[src/rtl/mips_pkg.sv]
// rtl/mips_pkg.sv - shared MIPS front-end constants and fetch FSM state type
package mips_pkg;

    localparam logic [31:0] RESET_PC_DEFAULT = 32'h0000_3000;

    typedef enum logic [2:0] {
        BOOT  = 3'd0,
        FETCH = 3'd1,
        WAIT  = 3'd2,
        VALID = 3'd3,
        ERR   = 3'd4
    } fetch_state_t;

endpackage

[src/rtl/pc_reg.sv]
// rtl/pc_reg.sv - resettable 32-bit program counter register with load enable
// Ports:
//   clk   in  1   core clock, rising edge
//   rst_n in  1   asynchronous active-low reset, loads RESET_PC
//   load  in  1   capture d on the next rising edge
//   d     in  32  next PC value
//   q     out 32  current PC
module pc_reg
    import mips_pkg::*;
#(
    parameter logic [31:0] RESET_PC = RESET_PC_DEFAULT
) (
    input  logic        clk,
    input  logic        rst_n,
    input  logic        load,
    input  logic [31:0] d,
    output logic [31:0] q
);

    always_ff @(posedge clk or negedge rst_n) begin
        if (!rst_n) begin
            q <= RESET_PC;
        end else if (load) begin
            q <= d;
        end
    end

endmodule

[src/rtl/pc_fetch_unit.sv]
// rtl/pc_fetch_unit.sv - architectural PC holder and single-outstanding instruction fetcher
// Ports:
//   clk, rst_n                      clock, asynchronous active-low reset
//   npc, commit                     next PC and retire strobe from the core
//   imem_req, imem_addr             fetch request and byte address (= pc)
//   imem_gnt, imem_rvalid, imem_rdata  IM accept, read valid and read data
//   pc, instr, instr_valid          current PC and fetched instruction to decode
//   addr_err                        sticky misaligned-npc flag
//   retire_cnt                      count of accepted commits, wraps silently
module pc_fetch_unit
    import mips_pkg::*;
#(
    parameter logic [31:0] RESET_PC = RESET_PC_DEFAULT,
    parameter int          CNT_W    = 32
) (
    input  logic             clk,
    input  logic             rst_n,
    input  logic [31:0]      npc,
    input  logic             commit,
    output logic             imem_req,
    output logic [31:0]      imem_addr,
    input  logic             imem_gnt,
    input  logic             imem_rvalid,
    input  logic [31:0]      imem_rdata,
    output logic [31:0]      pc,
    output logic [31:0]      instr,
    output logic             instr_valid,
    output logic             addr_err,
    output logic [CNT_W-1:0] retire_cnt
);

    fetch_state_t state;
    fetch_state_t state_nxt;
    logic         commit_ok;
    logic         commit_bad;
    logic         rsp_take;

    // A commit only means something while decode holds a valid instruction.
    assign commit_ok  = (state == VALID) && commit && (npc[1:0] == 2'b00);
    assign commit_bad = (state == VALID) && commit && (npc[1:0] != 2'b00);
    // Responses outside WAIT (e.g. stale ones after a reset) are dropped.
    assign rsp_take   = (state == WAIT) && imem_rvalid;

    assign imem_req    = (state == FETCH);
    assign imem_addr   = pc;
    assign instr_valid = (state == VALID);

    pc_reg #(
        .RESET_PC (RESET_PC)
    ) u_pc_reg (
        .clk   (clk),
        .rst_n (rst_n),
        .load  (commit_ok),
        .d     (npc),
        .q     (pc)
    );

    always_comb begin
        state_nxt = state;
        case (state)
            BOOT:    state_nxt = FETCH;
            FETCH:   if (imem_gnt) state_nxt = WAIT;
            WAIT:    if (imem_rvalid) state_nxt = VALID;
            VALID: begin
                if (commit_ok) begin
                    state_nxt = FETCH;
                end else if (commit_bad) begin
                    state_nxt = ERR;
                end
            end
            ERR:     state_nxt = ERR;
            default: state_nxt = BOOT;
        endcase
    end

    always_ff @(posedge clk or negedge rst_n) begin
        if (!rst_n) begin
            state      <= BOOT;
            instr      <= 32'h0;
            addr_err   <= 1'b0;
            retire_cnt <= '0;
        end else begin
            state <= state_nxt;
            if (rsp_take) begin
                instr <= imem_rdata;
            end
            if (commit_bad) begin
                addr_err <= 1'b1;
            end
            if (commit_ok) begin
                retire_cnt <= retire_cnt + {{(CNT_W-1){1'b0}}, 1'b1};
            end
        end
    end

endmodule

[config.mk]
export PLATFORM = sky130hd
export DESIGN_NAME = pc_fetch_unit
export DESIGN_NICKNAME = d
export VERILOG_FILES = /design/src/rtl/mips_pkg.sv /design/src/rtl/pc_reg.sv /design/src/rtl/pc_fetch_unit.sv
export SDC_FILE = /design/constraint.sdc
export NUM_CORES = 1
export LEC_CHECK = 0
export ABC_CLOCK_PERIOD_IN_PS = 3100
export BUFFER_PORTS_ARGS = -buffer_cell sky130_fd_sc_hd__buf_2
export CAP_MARGIN = 25
export CORE_MARGIN = 5
export CORE_UTILIZATION = 51
export DETAILED_ROUTE_END_ITERATION = 12
export PLACE_DENSITY = 0.87
export SLEW_MARGIN = 20
export SYNTH_ARGS = -nofsm -noshare
export SYNTH_HDL_FRONTEND = slang
export SYNTH_SLANG_ARGS = --single-unit
[constraint.sdc]
create_clock -name clk -period 3.1 [get_ports clk]
set_clock_uncertainty 0.2 [all_clocks]
set_input_delay 0.31 -clock clk [delete_from_list [all_inputs] [get_ports clk]]
set_output_delay 0.31 -clock clk [all_outputs]
set_load 0.005 [all_outputs]
Word-level counts from Yosys, hierarchy flattened
Index checks and enable logic that the tools add are counted.
Storage, ports and cells
  bits in read-only memories: 0
  output and inout port bits: 131
  word-level logic and storage cells: 26
  bits in writable memories: 0
  register bits: 100
  latch bits: 0
  bits of input ports: 69
  memories: 0
Operators by class
  muxes and demuxes: 5
  bitwise gates (word level): 0
  multiply operators: 0
  reductions and logical operators: 8
  equal/unequal tests: 7
  shift operators: 0
  divide/modulo/power cells: 0
  add/sub/neg operators: 1
  order comparisons: 0
Operator list (count)
  adder 32 x 1 -> 32 bit (second input constant): 1
  case mux 3 bit (5 select lines): 1
  2-to-1 mux 3 bit: 4
  == test 3 x 2 -> 1 bit (second input constant): 2
  logical AND 1 bit: 4
  == test 3 x 1 -> 1 bit (second input constant): 1
  == test 3 bit (second input constant): 1
  logical NOT 3 bit: 1
  inequality test 3 x 1 -> 1 bit (second input constant): 1
  AND reduction 3 bit: 1
  logical NOT 2 bit: 1
  inequality test 2 x 1 -> 1 bit (second input constant): 1
  inequality test 2 bit (second input constant): 1
  nonzero test 2 bit: 1

Depth between registers and ports, before layout
Gate-level depths: netlist of run 1.
  depth in word-level cells: 6
  gate-level depth with buffers: 6

By module
A second synthesis of run 1 with hierarchy kept.
Second synthesis, totals
  cells, all modules: 332
  area, all modules: 4601.9 sq um
Modules (own cells, without submodules)
  pc_fetch_unit: cells each 264, seq. area each 1701.6 sq um, instances 1, area an instance 3254.4 sq um
  pc_reg: cells each 68, seq. area each 803.3 sq um, instances 1, area an instance 1347.5 sq um

Worst setup path after synthesis of run 1
Ideal clock, no wire load.
  path type: flip-flop to flip-flop
  start point: register state[2]
  end point: register u_pc_reg.q[10]
  cell stages (with the launch flop): 6
  data arrival time: 1.547 ns
  data required time: 2.775 ns
  setup slack: 1.229 ns
  path buffers: 2
  cells stage by stage: dfrtp_1 clkbuf_1 nand4b_4 nor2_4 buf_2 mux2_2
On the way
  longest elaborated chain between the ends: 3
Ends and longest elaborated chain
  from (decl): RTL line pc_fetch_unit.sv:32  | fetch_state_t state;
  from (signal assigned): RTL line pc_fetch_unit.sv:83  | state <= state_nxt;
  == test 3 x 2 -> 1 bit: RTL line pc_fetch_unit.sv:39  | assign commit_ok = (state == VALID) && commit && (npc[1:0] == 2'b00);
  logical AND 1 bit (2 in a row): RTL line pc_fetch_unit.sv:39
  to (signal assigned): RTL line pc_reg.sv:22  | q <= RESET_PC;
  to (signal assigned): RTL line pc_reg.sv:24  | q <= d;
  to (decl): RTL line pc_reg.sv:17  | output logic [31:0] q
Every way passes these cells.
A chain may end at the register's enable or synchronous reset.

Final worst setup path of run 1
  start point: register state[0]
  end point: register u_pc_reg.q[14]
The elaborated chain is that of the path after synthesis.

==> impl_metrics.csv, run 1 <==
group,metric,value,unit
global_routing,grt_pass1_wl,19.83,mm
route,route.detailed.drc,0,
power,p_int,2.976,mW
power,total_power,4.342,mW
synthesis,async_reset_ff_share,100.0,%
final_layout,fin_nets,633,
synthesis,synthesis.instances,332,
floorplanning,fp.dieH,103.5,um
setup_path,rr_worst_depth,4,
sta,worst_slew_pin_slew,0.6794,ns
floorplanning,start_util,51.64,%
clocking,cts_setup_buffers,0,
sta,period_minus_slack,2.202,ns
sta,maxSlewHeadroom,54.71,%
setup_path,worst-path-stages,4,
route,drt-initial-drc-count,102,
floorplanning,ioPinCount,200,
synthesis,synth_edf_count,0,
setup_path,crit_buf_inv,1,
sta,rsz0062_at_grt,"no",
clocking,cts_buffers,9,
final_layout,syn_to_final_growth,37.68,%
power,comb_power_share,34.1,%
synthesis,synth_cell_type_count,44,
global_routing,antenna_found_initial,0,
global_routing,grtUsageTotal,22.67,%
clocking,cts.htree.levels,3,
clocking,clk_path_buf_depth,2,
power,clock_power_share,17.9,%
setup_path,cp_slowest_cell,"dfrtp_1",
clocking,cts.clk_slew.worst_paths,0.09,ns
floorplanning,die_x,103.5,um
clocking,cts_tree,"built",
synthesis,ys_seq_elements,100,
route,via_per_inst,5.109,
final_layout,fin_area,6140,um^2
setup_path,cp-start-kind,"flip-flop",
sta,setup_ws,0.8976,ns
setup_path,worst_ep_required_time,3.13,ns
synthesis,yosys_warnings,0,
synthesis,syn-cell-area,4459,um^2
floorplanning,die-area,10710,um^2
floorplanning,fp.coreArea,8636,um^2
placement,dpl-instance-area,5351,um^2
final_layout,fin_cells,676,
final_layout,ff_latch_area,2505,um^2
placement,place.gp.congestion,0.8253,
power,p_per_area,707.1,nW/um^2
sta,finalSetupTns,0,ns
synthesis,synth_nets,402,
sta,holdWs,0.008684,ns
clocking,cts-hold-fix-buffers,60,
setup_path,crit_fanout,17,
clocking,ctsRootBufferMaster,"clkbuf_8",
global_routing,grt_pass1_vias,3746,
power,leakagePower,3.173,nW
placement,place_ws,0.9114,ns
synthesis,syn-mean-instance-area,13.43,um^2
sta,finalHoldViolations,0,
hold_path,worstHoldPathType,"input pin to flip-flop",
route,wire_per_inst,17.47,um
final_layout,fin_util,71.10,%
setup_path,arrival,2.23,ns
setup_path,critPathMaxStageDelay,0.56,ns
final_layout,fillers,598,
route,routed_wl,11.81,mm
placement,port_buffers,199,
job,cap_violations,0,
final_layout,multi_input_area,1667,um^2
sta,finalSetupViolCount,0,
sta,fmax,0.4541,GHz
hold_path,holdPathStages,2,
floorplanning,rows,34,
setup_path,critical_path_class,"flip-flop to flip-flop",
synthesis,synth_ff_type,"dfrtp_1",
clocking,clk_latency,0.35,ns
sta,maxSlewViolCount,0,
placement,hpwlAfterDp,7.985,mm
clocking,cts.sinks,100,
power,p_sw,1.365,mW
power,p_sw_share,31.45,%
placement,dp_cells,600,
global_routing,grt_max_degree,53,
synthesis,yosysSeqAreaShare,56.17,%
setup_path,critPathTopFamily,"simple AND/OR/NAND/NOR gates",
route,first_pass_iters,4,
power,max-vdd-ir-drop,0.0004778,V
final_layout,antennaDiodeCount,0,
route,ant_nets,0,
setup_path,crit_chain,"nand4b_4 -> nor2_4 -> buf_4 -> mux2_2",
power,seqPwrFrac,48.0,%
global_routing,grt-ovfl-total,0,
clocking,cts_resized,0,
setup_path,end_kind,"flip-flop",
sta,min_period_over_period,71.04,%
outcome,outcome,"finished clean",
final_layout,drive_gt1_share,52.99,%
route,dr_total_vias,3454,
[placed cells by master (no fill, tap or decap), types with 3 or more instances in the layout]
cell type	count
dfrtp_1	98
mux2_2	63
dlygate4sd3_1	60
clkbuf_8	12
xnor2_1	16
nor3_1	4
buf_2	198
nand3_1	12
nand2_1	13
nand4_1	12
buf_4	4
nor2_1	11
and3_1	5
and4_1	3
clkinv_2	3
xor2_1	15
nor4_4	3
[power groups by stage]
| stage | Combinational (mW) | Sequential [mW] | Clock [mW] |
|---|---|---|---|
| floorplan | 0.858 | 2.05 | 0 |
| finish | 1.48 | 2.08 | 0.778 |
| global placement | 1.36 | 2.05 | 0 |
| detailed placement | 1.41 | 2.09 | 0 |
| global route | 1.61 | 2.14 | 0.863 |
| CTS | 1.48 | 2.07 | 0.806 |
[final cells by class]
cell class                 instances  area share (%)
sequential                       100           40.80
multi-input combinational        188           27.14
timing repair buffer             263           26.74
clock buffer                      12           2.690
tap                              108           2.201
clock inverter                     4          0.3668
inverter                           1         0.06114
[state kept, by name, indices dropped and copies added, names as in the netlist]
signal      count
u_pc_reg.q     32
addr_err        1
instr          32
retire_cnt     32
state           3
[worst paths after layout]
path                                 from        endpoint  slack, ns
max reg2reg                      state[0]  u_pc_reg.q[14]       0.90
min                        imem_rdata[20]       instr[20]      0.009
min reg2reg                retire_cnt[31]  retire_cnt[31]       0.28
max                              state[0]  u_pc_reg.q[14]       0.90
max in group asynchronous           rst_n   retire_cnt[3]       1.67
min in group asynchronous           rst_n  retire_cnt[18]       0.33
[routing by layer]
| metal | wire (um) | part of all wire [%] | vias up | track usage, % |
|---|---|---|---|---|
| met3 | 880 | 7.5 | 25 | 6.405 |
| li1 | - | - | 1597 | - |
| met4 | 293 | 2.5 | 0 | 8.716 |
| met2 | 6350 | 54 | 145 | 40.26 |
| met5 | 0 | 0 | - | 0 |
| met1 | 4284 | 36 | 1687 | 25.64 |
[kinds of logic (layout without fill, tap and decap cells)]
family                     Yosys count  after routing  synth area share [%]
AOI/OAI and AO/OA                    3              3                0.3929
xor gates and xnor gates            31             31                 6.089
buffers and inverters               44            280                 6.790
muxes                               64             64                 16.16
and+or+nand+nor                     89             89                 14.11
adders and majority gates            1              1                0.2805
DFF                                100            100                 56.17
[synthesized netlist by cell type (2+ instances only)]
master	number	area, um^2
dfrtp_1	98	2452
mux2_2	63	709.4
buf_4	32	240.2
xnor2_1	16	140.1
xor2_1	15	131.4
nand2_1	13	48.80
nand3_1	12	60.06
nand4_1	12	75.07
nor2_1	11	41.29
buf_2	8	40.04
and3_1	5	31.28
nor3_1	4	20.02
and4_1	3	26.28
nor4_4	3	63.81
a21oi_1	2	10.01
clkbuf_1	2	7.510
dfstp_2	2	52.55
nor2b_1	2	12.51
nor4_1	2	12.51
nor4_2	2	25.02
or2_2	2	12.51
[worst reg2reg max path, cell delays in order (launching register included)]
cell and delay, ns:
dfrtp_1 0.56, nand4b_4 0.22, nor2_4 0.40, buf_4 0.33
mux2_2 0.37
Note: power is estimated with default switching activity, not from simulation.
==> inputs of run 2 (changes only) <==
--- a/config.mk
+++ b/config.mk
@@ -5,13 +5,14 @@
 export SDC_FILE = /design/constraint.sdc
 export NUM_CORES = 1
 export LEC_CHECK = 0
-export ABC_CLOCK_PERIOD_IN_PS = 3100
+export ABC_AREA = 1
+export ABC_CLOCK_PERIOD_IN_PS = 2000
 export BUFFER_PORTS_ARGS = -buffer_cell sky130_fd_sc_hd__buf_2
 export CAP_MARGIN = 25
 export CORE_MARGIN = 5
-export CORE_UTILIZATION = 51
+export CORE_UTILIZATION = 43
 export DETAILED_ROUTE_END_ITERATION = 12
-export PLACE_DENSITY = 0.87
+export PLACE_DENSITY = 0.77
 export SLEW_MARGIN = 20
 export SYNTH_ARGS = -nofsm -noshare
 export SYNTH_HDL_FRONTEND = slang
==> constraint.sdc (replaced) <==
create_clock -name clk -period 2 [get_ports clk]
set_clock_uncertainty 0.2 [all_clocks]
set_input_delay 0.2 -clock clk [delete_from_list [all_inputs] [get_ports clk]]
set_output_delay 0.2 -clock clk [all_outputs]
set_load 0.005 [all_outputs]
==> run 2 against run 1 <==
  * Critical endpoint is now retire_cnt[17]
  * Worst hold slack gained 0.097 ns
  * Register-to-register slack lost 0.71 ns
  * Sequential cell count is the same
  * Synthesized cell count grew 54%
  * Sequential share of layout area shrank 2.2 points
==> impl_metrics.csv, run 2 <==
group,metric,value,unit
outcome,outcome,"finished clean",
setup_path,crit_chain,"nand2_1 -> nor2_4 -> nand3_4 -> nor2_1 -> nand2_1 -> xor2_1",
synthesis,synthXorXnorAreaFrac,3.207,%
final_layout,fin_cells,896,
sta,worst_slew_pin_slew,0.4063,ns
job,cap_violations,0,
synthesis,synth_edf_count,0,
placement,place.gp.congestion,0.9035,
sta,finalHoldViolations,0,
synthesis,synth_compound_area_share,0.4042,%
final_layout,largestRegisters,"instr x32, retire_cnt x32, u_pc_reg.q x32",
route,wire_per_inst,15.56,um
clocking,cts_buffers,9,
global_routing,antenna_found_initial,0,
sta,finalSetupViolCount,0,
clocking,cts.htree.levels,3,
placement,hpwlAfterDp,9.613,mm
setup_path,cp-start-kind,"flip-flop",
route,ant_nets,0,
global_routing,grtUsageTotal,21.95,%
setup_path,end_kind,"flip-flop",
power,max-vdd-ir-drop,0.0007715,V
final_layout,mostFrequentLayoutCell,"buf_2",
setup_path,path_common_cell,"nand2_1",
floorplanning,rows,38,
route,first_pass_iters,5,
route,routed_wl,13.94,mm
final_layout,syn_to_final_growth,39.94,%
setup_path,cp_slowest_cell,"dfrtp_1",
synthesis,async_reset_ff_share,100.0,%
synthesis,synth_top_area_share,52.82,%
clocking,cts.clk_slew.worst_paths,0.10,ns
route,route.detailed.drc,0,
floorplanning,die_x,113.9,um
setup_path,arrival,1.87,ns
sta,holdWs,0.1059,ns
synthesis,synthSimpleGateAreaFrac,24.85,%
clocking,cts_tree,"built",
power,leakagePower,3.516,nW
sta,fmax,0.5520,GHz
sta,maxSlewViolCount,0,
synthesis,synthesis.instances,511,
clocking,clk_path_buf_depth,2,
sta,finalSetupTns,0,ns
setup_path,critPathMaxStageDelay,0.46,ns
final_layout,drive_gt1_share,34.66,%
sta,min_period_over_period,90.57,%
global_routing,grt_pass1_vias,4427,
synthesis,synth_nets,581,
final_layout,fin_nets,821,
setup_path,crit_fanout,11,
floorplanning,start_util,43.40,%
synthesis,syn-cell-area,4643,um^2
route,dr_total_vias,4284,
clocking,cts.sinks,100,
route,drt-initial-drc-count,235,
floorplanning,fp.dieH,113.9,um
global_routing,grt_max_degree,47,
final_layout,antennaDiodeCount,0,
power,p_per_area,1110,nW/um^2
synthesis,ys_top_cells_by_count,"171 x nand2_1, 98 x dfrtp_1, 49 x nor2_1",
setup_path,critical_path_class,"flip-flop to flip-flop",
synthesis,syn-mean-instance-area,9.087,um^2
synthesis,yosys_warnings,0,
synthesis,synth_top_family_by_area,"simple AND/OR/NAND/NOR gates",
hold_path,worstHoldPathType,"input pin to asynchronous set/reset pin",
sta,rsz0062_at_grt,"no",
final_layout,layout_common_cells,"198 x buf_2, 171 x nand2_1, 98 x dfrtp_1, 65 x dlygate4sd3_1, 48 x nor2_1",
clocking,ctsRootBufferMaster,"clkbuf_8",
synthesis,ys_seq_elements,100,
sta,period_minus_slack,1.811,ns
setup_path,critPathTopFamily,"simple AND/OR/NAND/NOR gates",
synthesis,synth_adder_area_share,0.2695,%
setup_path,worst_ep_required_time,2.06,ns
floorplanning,die-area,12980,um^2
sta,maxSlewHeadroom,72.91,%
synthesis,synthMuxAreaShare,7.761,%
synthesis,synth_top_cell_by_area,"dfrtp_1",
floorplanning,ioPinCount,200,
synthesis,synth_top_cells_by_area,"dfrtp_1 53%, nand2_1 14%, mux2_2 7.8%",
synthesis,yosysSeqAreaShare,53.95,%
setup_path,crit_buf_inv,0,
route,via_per_inst,4.781,
floorplanning,fp.coreArea,10700,um^2
clocking,clk_latency,0.36,ns
synthesis,synth_ff_type,"dfrtp_1",
placement,dp_cells,815,
placement,port_buffers,199,
global_routing,grt-ovfl-total,0,
synthesis,synthMostInstantiatedCell,"nand2_1",
global_routing,grt_pass1_wl,22.67,mm
synthesis,synth_cell_type_count,22,
-- run 2: changes by cell type after synthesis, sizes merged, moves of 12 or more --
| cell | previous run | this run |
|---|---|---|
| inv | 1 | 41 |
| nand2 | 13 | 171 |
| xnor2 | 16 | 2 |
| nand3 | 13 | 25 |
| mux2 | 64 | 32 |
| nor2 | 12 | 53 |
-- run 2: through the flow --
stage / instance area (um^2) / worst slack (ns) / utilization (%) / power (mW)
3_3_place_gp: 5619 / 0.3037 / 52.53 / 5.493
4_1_cts: 6492 / 0.1738 / 60.69 / 7.170
3_5_place_dp: 5619 / 0.2103 / 52.53 / 5.609
6_report: 6497 / 0.1886 / 60.74 / 7.210
2_1_floorplan: 4643 / 0.3732 / - / 4.605
5_1_grt: 6497 / 0.008299 / 60.74 / 7.668
-- run 2: final timing paths --
check | startpoint | endpoint | slack (ns) | cells after the start
min reg2reg | addr_err | addr_err | 0.28 | 2
max in group asynchronous | rst_n | u_pc_reg.q[28] | 0.92 | 3
min in group clk | imem_rvalid | state[1] | 0.12 | 5
max | state[1] | retire_cnt[17] | 0.19 | 6
min | rst_n | retire_cnt[17] | 0.11 | 2
max reg2reg | state[1] | retire_cnt[17] | 0.19 | 6
-- run 2: cell families after synthesis --
kind of cell,count (synthesis)
adder cells (fa/ha/maj),1
AO/OA/AOI/OAI,3
buffers and inverters,84
XOR/XNOR,17
multiplexers,32
AND/OR/NAND/NOR,274
flip-flops,100
-- run 2: metal layers --
layer	track usage [%]	share of wire, %	vias up
met1	27.48	40	2016
met3	6.737	9.3	24
li1	-	-	2055
met5	0	0	-
met4	6.255	1.9	0
met2	36.87	49	189
-- run 2: final cells by class --
| class | instances | area (um^2) |
|---|---|---|
| fill | 879 | 4200 |
| sequential | 100 | 2505 |
| timing repair buffer | 272 | 1734 |
| multi-input combinational | 327 | 1707 |
| tap | 140 | 175.2 |
| inverter | 41 | 153.9 |
| clock buffer | 10 | 127.6 |
| clock inverter | 6 | 95.09 |
-- run 2: report_power, final --
| part | total, mW | internal (mW) | switching [mW] |
|---|---|---|---|
| sequential | 3.23 | 2.72 | 0.510 |
| clock | 1.45 | 0.720 | 0.727 |
| combinational | 2.53 | 1.34 | 1.19 |
| total | 7.21 | 4.78 | 2.43 |
-- run 2: timing repair --
item | CTS | global route
hold buffers | 65 | 0
gates resized for setup | 0 | 1
endpoints found under the hold margin | 165 | 0
setup buffers | 0 | 0
setup endpoints to repair | 0 | 2
==> inputs of run 3 (changes only) <==
--- a/config.mk
+++ b/config.mk
@@ -10,9 +10,9 @@
 export BUFFER_PORTS_ARGS = -buffer_cell sky130_fd_sc_hd__buf_2
 export CAP_MARGIN = 25
 export CORE_MARGIN = 5
-export CORE_UTILIZATION = 43
+export CORE_UTILIZATION = 30
 export DETAILED_ROUTE_END_ITERATION = 12
-export PLACE_DENSITY = 0.77
+export PLACE_DENSITY = 0.58
 export SLEW_MARGIN = 20
 export SYNTH_ARGS = -nofsm -noshare
 export SYNTH_HDL_FRONTEND = slang
==> run 3 against run 2 <==
  * Non-clock buffer count stayed put
  * First-iteration DRC count down 14%
  * Via count fell by 2.6%
  * Total power up 2.4%
  * Sequential power decreased by 1%
==> impl_metrics.csv, run 3 (synthesis gave the netlist of run 2 again) <==
group,metric,value,unit
outcome,outcome,"finished clean",
global_routing,grt-ovfl-total,0,
sta,fmax,0.5543,GHz
floorplanning,fp.coreArea,15200,um^2
setup_path,arrival,1.84,ns
global_routing,grt_pass1_vias,4235,
sta,worst_slew_pin_slew,0.4112,ns
setup_path,crit_buf_inv,1,
final_layout,syn_to_final_growth,42.60,%
final_layout,drive_gt1_share,34.79,%
sta,rsz0062_at_grt,"no",
setup_path,cp-endpoint,"retire_cnt[28]",
power,max-vdd-ir-drop,0.0006256,V
global_routing,grt_max_degree,59,
job,cap_violations,0,
hold_path,worstHoldPathType,"input pin to asynchronous set/reset pin",
clocking,cts.sinks,100,
route,ant_nets,0,
route,first_pass_iters,5,
final_layout,largestRegisters,"instr x32, retire_cnt x32, u_pc_reg.q x32",
floorplanning,fp.dieH,134.4,um
setup_path,r2r_slack,0.20,ns
final_layout,multi_input_area,1707,um^2
floorplanning,die-area,18060,um^2
global_routing,grtUsageTotal,14.98,%
clocking,clk_latency,0.35,ns
setup_path,cp_slowest_cell,"dfrtp_1",
setup_path,end_kind,"flip-flop",
setup_path,r2r_end,"retire_cnt[28]",
sta,finalSetupTns,0,ns
global_routing,grt_pass1_wl,21.65,mm
power,p_per_area,1115,nW/um^2
sta,finalSetupViolCount,0,
clocking,cts.htree.levels,3,
clocking,clk_path_buf_depth,2,
floorplanning,die_x,134.4,um
setup_path,critPathTopFamily,"simple AND/OR/NAND/NOR gates",
clocking,cts_setup_buffers,0,
global_routing,antenna_found_initial,0,
clocking,cts_tree,"built",
sta,min_period_over_period,90.21,%
floorplanning,ioPinCount,200,
setup_path,critical_path_class,"flip-flop to flip-flop",
power,total_power,7.382,mW
sta,maxSlewHeadroom,72.59,%
clocking,cts.clk_slew.worst_paths,0.07,ns
final_layout,antennaDiodeCount,0,
placement,place.gp.congestion,0.8441,
power,leakagePower,3.546,nW
route,via_per_inst,4.422,
final_layout,layout_common_cells,"198 x buf_2, 171 x nand2_1, 98 x dfrtp_1, 65 x dlygate4sd3_1, 48 x nor2_1",
floorplanning,rows,45,
route,route.detailed.drc,0,
setup_path,rr_startpoint,"retire_cnt[1]",
setup_path,crit_start,"retire_cnt[1]",
sta,period_minus_slack,1.804,ns
setup_path,worst-path-stages,8,
sta,maxSlewViolCount,0,
setup_path,crit_chain,"ha_1 -> inv_1 -> nor2_1 -> nand3_1 -> nor2_4 -> nand3_1 -> nand2_1 -> nand2_1",
placement,hpwlAfterDp,9.510,mm
route,dr_total_vias,4174,
setup_path,worst_ep_required_time,2.04,ns
final_layout,ff_latch_area,2505,um^2
floorplanning,start_util,30.54,%
setup_path,rr_worst_depth,8,
final_layout,fillers,1451,
clocking,ctsRootBufferMaster,"clkbuf_16",
setup_path,critPathMaxStageDelay,0.41,ns
route,routed_wl,13.33,mm
route,wire_per_inst,14.13,um
sta,finalHoldViolations,0,
route,drt-initial-drc-count,203,
clocking,cts_buffers,9,
final_layout,mostFrequentLayoutCell,"buf_2",
placement,port_buffers,199,
final_layout,fin_nets,821,
setup_path,crit_fanout,7,
setup_path,cp-start-kind,"flip-flop",
## run 3: worst reg2reg max path, stage by stage (launching register included)
cell     delay (ns)
dfrtp_1        0.41
ha_1           0.18
inv_1          0.05
nor2_1         0.25
nand3_1        0.17
nor2_4         0.20
nand3_1        0.11
nand2_1        0.07
nand2_1        0.05
## run 3: worst min path at each step
| stage | depth (start not counted) | from | to | slack, ns |
|---|---|---|---|---|
| final | 2 | rst_n | instr[7] | 0.09 |
| after floorplan | 0 | rst_n | addr_err | -0.30 |
| after global placement | 1 | rst_n | instr[7] | -0.06 |
| after detailed placement | 1 | rst_n | instr[7] | -0.06 |
| after CTS | 2 | rst_n | instr[7] | 0.09 |
| after global routing | 2 | rst_n | instr[7] | 0.11 |
## run 3: power breakdown
part | internal [mW] | total, mW | leakage, nW | switching (mW)
Clock | 0.890 | 1.78 | 0.148 | 0.885
Combinational | 1.32 | 2.42 | 2.15 | 1.10
Sequential | 2.72 | 3.19 | 1.25 | 0.466
## run 3: metrics by stage
| stage | std cells | hold WS, ns | worst slack (ns) | instance area [um^2] | util [%] |
|---|---|---|---|---|---|
| final | 944 | 0.09229 | 0.1958 | 6621 | 43.56 |
| after global routing | 944 | 0.1054 | 0.02751 | 6621 | 43.56 |
| after CTS | 944 | 0.09090 | 0.1621 | 6616 | 43.52 |
| after detailed placement | 863 | -0.05945 | 0.1828 | 5667 | 37.28 |
| after global placement | 863 | -0.05814 | 0.2037 | 5667 | 37.28 |
| after floorplan | 511 | -0.2956 | 0.3732 | 4643 | - |
## run 3: area by class of cell
cell class	instances	share of cell area (%)
timing repair buffer	272	26.00
tap	188	3.553
sequential	100	37.83
clock inverter	7	1.115
clock buffer	9	3.401
multi-input combinational	327	25.77
inverter	41	2.324
## run 3: metal layers
metal / vias to the layer above / wire length (um) / GRT usage, %
met5: - / 0 / 0
met4: 0 / 141 / 4.695
met3: 10 / 1241 / 5.214
met2: 175 / 6272 / 24.36
met1: 1931 / 5679 / 18.76
li1: 2058 / - / -
## run 3: timing repair
action / CTS / global route
gates resized for setup: 0 / 1
setup endpoints to repair: 0 / 1
endpoints found under the hold margin: 164 / 0
hold buffers: 65 / 0
